## config.mk

```make
export PLATFORM = sky130hd
export DESIGN_NAME = shuffler_ctrl
export DESIGN_NICKNAME = d
export VERILOG_FILES = /design/src/rtl/shuffler_ctrl.sv
export SDC_FILE = /design/constraint.sdc
export NUM_CORES = 1
export LEC_CHECK = 0
export CORE_MARGIN = 1.5
export CORE_UTILIZATION = 40
export CTS_CLUSTER_SIZE = 8
export DETAILED_ROUTE_END_ITERATION = 12
export PLACE_DENSITY = 0.64
export REMOVE_ABC_BUFFERS = 1
export SYNTH_ARGS = -nofsm -noshare
export SYNTH_HDL_FRONTEND = slang
export SYNTH_SLANG_ARGS = --single-unit
export TNS_END_PERCENT = 30
```

## constraint.sdc

```tcl
create_clock -name clk2 -period 4.87 [get_ports clk2]
set_input_delay 0.487 -clock clk2 [delete_from_list [all_inputs] [get_ports clk2]]
set_output_delay 0.487 -clock clk2 [all_outputs]
set_load 0.01 [all_outputs]
```

## src/rtl/shuffler_ctrl.sv

```systemverilog
// Sequencing controller for the radix-3^2 FFT shuffler stage: input-side frame FSM,
// lagged output-side phase counters, mux select decode and frame status.
module shuffler_ctrl #(
    parameter int SEG = 90,
    parameter int OFS = 178
) (
    input  logic clk2,
    input  logic rst,
    input  logic start,
    input  logic en,
    output logic sel1,
    output logic sel2,
    output logic sel,
    output logic sel4,
    output logic sel7,
    output logic busy,
    output logic out_valid,
    output logic frame_done
);

    localparam int CW = (SEG > 1) ? $clog2(SEG) : 1;
    localparam int LW = (OFS > 1) ? $clog2(OFS) : 1;
    localparam logic [CW-1:0] SEG_LAST = CW'(SEG - 1);
    localparam logic [LW-1:0] LAG_LAST = LW'(OFS - 1);

    localparam logic [1:0] IDLE  = 2'd0;
    localparam logic [1:0] RUN   = 2'd1;
    localparam logic [1:0] FLUSH = 2'd2;

    logic [1:0]    state;
    logic [CW-1:0] in_cnt;
    logic [1:0]    in_ph;
    logic          pend;
    logic [LW-1:0] lag;
    logic          lag_act;
    logic [CW-1:0] out_cnt;
    logic [1:0]    out_ph;
    logic          out_act;

    logic in_end;
    logic out_end;
    logic lag_hit;
    logic launch;
    logic restart;

    assign in_end  = (state == RUN) && (in_ph == 2'd2) && (in_cnt == SEG_LAST);
    assign out_end = out_act && (out_ph == 2'd2) && (out_cnt == SEG_LAST);
    assign lag_hit = lag_act && (lag == LAG_LAST);
    // A start in FLUSH behaves like one in IDLE; the output side is left untouched.
    assign launch  = (state != RUN) && start;
    assign restart = in_end && (pend || start);

    always_ff @(posedge clk2 or posedge rst) begin
        if (rst) begin
            state  <= IDLE;
            in_cnt <= '0;
            in_ph  <= 2'd0;
            pend   <= 1'b0;
        end else if (en) begin
            case (state)
                IDLE: begin
                    if (start) begin
                        state  <= RUN;
                        in_cnt <= '0;
                        in_ph  <= 2'd0;
                    end
                end
                RUN: begin
                    if (in_end) begin
                        in_cnt <= '0;
                        in_ph  <= 2'd0;
                        pend   <= 1'b0;
                        if (!restart) begin
                            state <= FLUSH;
                        end
                    end else begin
                        if (start) begin
                            pend <= 1'b1;
                        end
                        if (in_cnt == SEG_LAST) begin
                            in_cnt <= '0;
                            in_ph  <= in_ph + 2'd1;
                        end else begin
                            in_cnt <= in_cnt + 1'b1;
                        end
                    end
                end
                FLUSH: begin
                    if (start) begin
                        state  <= RUN;
                        in_cnt <= '0;
                        in_ph  <= 2'd0;
                    end else if ((!out_act || out_end) && !lag_act) begin
                        state <= IDLE;
                    end
                end
                default: state <= IDLE;
            endcase
        end
    end

    always_ff @(posedge clk2 or posedge rst) begin
        if (rst) begin
            lag     <= '0;
            lag_act <= 1'b0;
        end else if (en) begin
            if (launch || restart) begin
                lag     <= '0;
                lag_act <= 1'b1;
            end else if (lag_act) begin
                if (lag == LAG_LAST) begin
                    lag_act <= 1'b0;
                end else begin
                    lag <= lag + 1'b1;
                end
            end
        end
    end

    // The lag expiry of a follow-on frame lands on the previous frame's last sample,
    // so zeroing the counters there gives a gap-free output stream.
    always_ff @(posedge clk2 or posedge rst) begin
        if (rst) begin
            out_cnt <= '0;
            out_ph  <= 2'd0;
            out_act <= 1'b0;
        end else if (en) begin
            if (lag_hit) begin
                out_act <= 1'b1;
                out_cnt <= '0;
                out_ph  <= 2'd0;
            end else if (out_act) begin
                if (out_end) begin
                    out_act <= 1'b0;
                end else if (out_cnt == SEG_LAST) begin
                    out_cnt <= '0;
                    out_ph  <= out_ph + 2'd1;
                end else begin
                    out_cnt <= out_cnt + 1'b1;
                end
            end
        end
    end

    assign sel1       = (state == RUN) && (in_ph == 2'd1);
    assign sel2       = (state == RUN) && (in_ph == 2'd2);
    assign sel        = out_act && (out_ph != 2'd0);
    assign sel4       = out_act && (out_ph == 2'd0);
    assign sel7       = out_act && (out_ph == 2'd2);
    assign out_valid  = out_act;
    assign frame_done = out_end;
    assign busy       = (state != IDLE) || lag_act || out_act;

endmodule

```

After elaboration in Yosys (flattened, before gate mapping)
Index checks and enable logic that the tools add are counted.

Bits in registers: 31. Logic and storage cells: 99. Output and inout port bits: 8.

Multiplexer cells: 33. $add $sub $neg: 5. Reduce and logical (&&, ||, !) cells: 35. Eq/ne operators: 17.

Operator list (count): 7-bit 2-to-1 mux (7); 2-bit 2-to-1 mux (12); 8-bit 2-to-1 mux (3); 7-bit by 1-bit adder with 7-bit output (second input constant) (2); 7-bit equality test (second input constant) (2); 7-bit one-hot mux with 2 select lines (1); 2-bit nonzero test (7); 3-bit AND reduction (4); 1-bit logical AND (11); 8-bit by 1-bit adder with 8-bit output (second input constant) (1); 8-bit equality test (second input constant) (1); 1-bit 2-to-1 mux (8); 2-bit != test (second input constant) (4); 4-bit AND reduction (2); 2-bit equality test (second input constant) (3); 2-bit by 1-bit != test with 1-bit output (second input constant) (3); 2-bit one-hot mux with 3 select lines (1); 1-bit logical OR (5); 5-bit AND reduction (1); 2-bit by 1-bit adder with 2-bit output (second input constant) (2); 2-bit by 1-bit equality test with 1-bit output (second input constant) (2); 2-bit zero test (2); 2-bit one-hot mux with 2 select lines (1); 3-bit by 2-bit != test with 1-bit output (second input constant) (1); 3 further kinds (4).

Logic depth before layout (Yosys ltp)
Depth in word-level cells: 8. Depth in mapped cells: 7. Depth with buffers taken out: 6.

Least setup slack after synthesis
OpenSTA, ideal clock, no wires.

Kind: reg-to-output. From: reg out_cnt[1]. To: out frame_done. Data arrival time: 1.426 ns. Slack: 2.957 ns. Cell stages (with the launch flop): 7. Cell sequence: dfrtp_1 inv_1 ha_1 and4bb_2 and2_1 clkbuf_1 and3_1.

Word-level cells in the longest chain between the ends: 2.

Ends and longest elaborated chain: from (decl) (line 36) `logic [CW-1:0] out_cnt;`; from (signal assigned) (line 139) `out_cnt <= out_cnt + 1'b1;`; 7-bit equality test (line 47) `assign out_end = out_act && (out_ph == 2'd2) && (out_cnt == SEG_LAST);`; 1-bit logical AND (line 47); to (decl) (line 18) `output logic frame_done`.

Every way passes these cells.

Worst setup path in the final report
Ends and elaborated chain as after synthesis.

==> run metrics <==
CP startpoint=out_cnt[1]; Vias/cell=approximately 5.4; initial antenna violation count=0; clock root cell=clkbuf_8; Reg2Reg Setup Slack=2.83 ns; Met1 Wirelength=2.06 mm; Syn Area/Cell=around 9.6 µm²; drt first pass iters=4; gr ovfl total=0; Nets=233; Die Wd=73.3 µm; Met3 Routed Length=120 µm; I/O Buffers=11; DP Wirelength=between 2 and 3 mm; most frequent cells in the layout=dfrtp_1, inv_1, nor2_1, nand2_1, clkdlybuf4s50_1; synth warn=0; post-CTS setup buffer count=0; r2r endpoint=out_cnt[1]; Leakage=0.000980 µW; worst slew pin tran=approximately 0.75 ns; share of cells above drive strength 1=10.9%; Post-DP Area=roughly 2100 µm²; CTS tree=yes; Synth top area share=39.2%; Tightest Hold Check Type=register to register; min Tclk post-route=about 2.7 ns; ANT cells=0; Tcrit/Tclk final=56.5%; largest net degree at the start of global routing=32; Cell Rows=25; sequential area share after synthesis=39.2%; worst r2r src=out_cnt[0]; Area contributors post-synth=dfrtp_1, ha_1, inv_1; IO Pins=12; post-route DRC violation count=0; biggest area consumer among synthesized cells=dfrtp_1; Fin. Hold Viols=0; Setup-failing EPs final=0; Slew headroom=about half; clk sinks=31; worst clock skew=0.00602 ns; Hold Path End=in_cnt[1]; fraction of registers with async set/reset=100%; Worst VDD drop=138 µV; Syn Inst Count=206; # resized after CTS=0; maximum fanout along the worst path=9; via count=1542; RSZ-0062 raised after global routing=false; global-route wire length before repair=6.84 mm; Hold Path Origin=in_cnt[1]; max frequency=0.364 GHz; design area=2250 µm²; Core Box Area=4750 µm²; Tot GR Track Use=16.7%; synthesized flop and latch total=31; CP endpoint kind=primary output; Yosys cell types=52; P&R area growth vs syn=14.0%; clock buffer depth=2; clock-pin slew on the worst setup and hold paths=about 0.060 ns; PD cells=300 nW/µm²; Syn Std Cell Area=1980 µm²; Met2 Wirelength=between 1.5 and 2 mm; Die ar.=5370 µm²; reg2reg path depth=5; vias in the first global route=1459; Num CTS Buffers=5; Setup CP Type=register to primary output; Routed Antenna Nets=0; Die Y=between 70 and 80 µm; Post-synth EDFFs=0; Worst EP arrival=2.26 ns; status=finished, final reports clean; final WL=a little under 4 mm; highest metal used=met4; insertion delay to the later sink of the worst-skew pair=0.28 ns; Top FF cell, synth=dfrtp_1; hold path cells=2; setup TNS=0 ns; Max Cap Violations=0; WL/cell=13.6 µm; most common cell after layout, fill and taps aside=dfrtp_1; Setup crit start kind=register; routability-driven placement congestion ratio=0.897; drt initial violations=72; hold buffers post-CTS=0; worst path required time=between 4 and 5 ns; CTS H-tree depth=2; final max-slew violation count=0; starting density of the core=about two fifths
power breakdown:
group          switching (µW)  internal, µW  leakage, µW
registers                59.7           294     0.000380
clock network            95.1           128    0.0000505
logic                    46.5          51.9     0.000550
cell type report:
class	count	area, µm²
inverter	18	67.6
clock inverter	1	7.51
clock buffer	7	96.3
multi-input combinational	151	1100
tap	67	83.8
sequential	31	776
timing repair buffer	12	118
fill	477	2500
cell families (layout without fill, tap and decap cells):
group                      count (synthesis)  count (layout)  share of synthesized area [%]
adders and majority gates                 10              10                           6.33
and+or+nand+nor                           82              82                           25.3
xor gates and xnor gates                   6               6                           2.66
buffers and inverters                     24              38                           4.87
muxes                                      4               4                           2.47
DFF                                       31              31                           39.2
AOI/OAI and AO/OA                         49              49                           19.2
Yosys cell counts (5+ instances only):
cell,count
inv_1,18
nand2_1,14
nand3_1,7
xor2_1,6
ha_1,10
a22o_1,6
nand4_1,5
dfrtp_1,31
nor2b_1,5
a21o_1,7
nor2_1,17
and2_1,6
o21ai_0,5
nor3_1,7
flip-flops by register name, indices dropped and copies added, names as in the netlist:
signal / count
lag_act: 1
in_ph: 2
out_ph: 2
pend: 1
state: 2
lag: 8
out_cnt: 7
in_cnt: 7
out_valid: 1
worst max-delay path by stage:
stage | slack (ns) | to
2_1_floorplan | 3.03 | out_cnt[1]
3_3_place_gp | 2.29 | out_cnt[1]
3_5_place_dp | 2.27 | out_cnt[1]
4_1_cts | 2.10 | frame_done
5_1_grt | 1.95 | frame_done
6_report | 2.12 | frame_done
worst max-delay path, stage by stage (launching register included):
cell and delay, ns:
dfrtp_1 0.41, inv_1 0.07, ha_1 0.15, and4bb_2 0.28, and2_1 0.32, and3_1 0.21
clkdlybuf4s50_1 0.53
stage by stage:
| stage | hold WS, ns | util (%) | cells | setup slack [ns] | power, µW |
|---|---|---|---|---|---|
| after CTS | 0.537 | 47.4 | 287 | 2.10 | 686 |
| after floorplan | 0.495 | - | 200 | 3.03 | 421 |
| final | 0.536 | 47.4 | 287 | 2.12 | 675 |
| after global routing | 0.555 | 47.4 | 287 | 1.95 | 721 |
| after detailed placement | 0.522 | 45.2 | 279 | 2.27 | 458 |
| after global placement | 0.517 | 45.2 | 279 | 2.29 | 453 |
metal layers:
metal  up-vias  GRT usage, %
met5         -             0
met4         0          6.17
met3         6          4.53
met2        21          23.9
met1       733          24.1
li1        782             -
No activity file was read; power rests on OpenSTA's default activity.
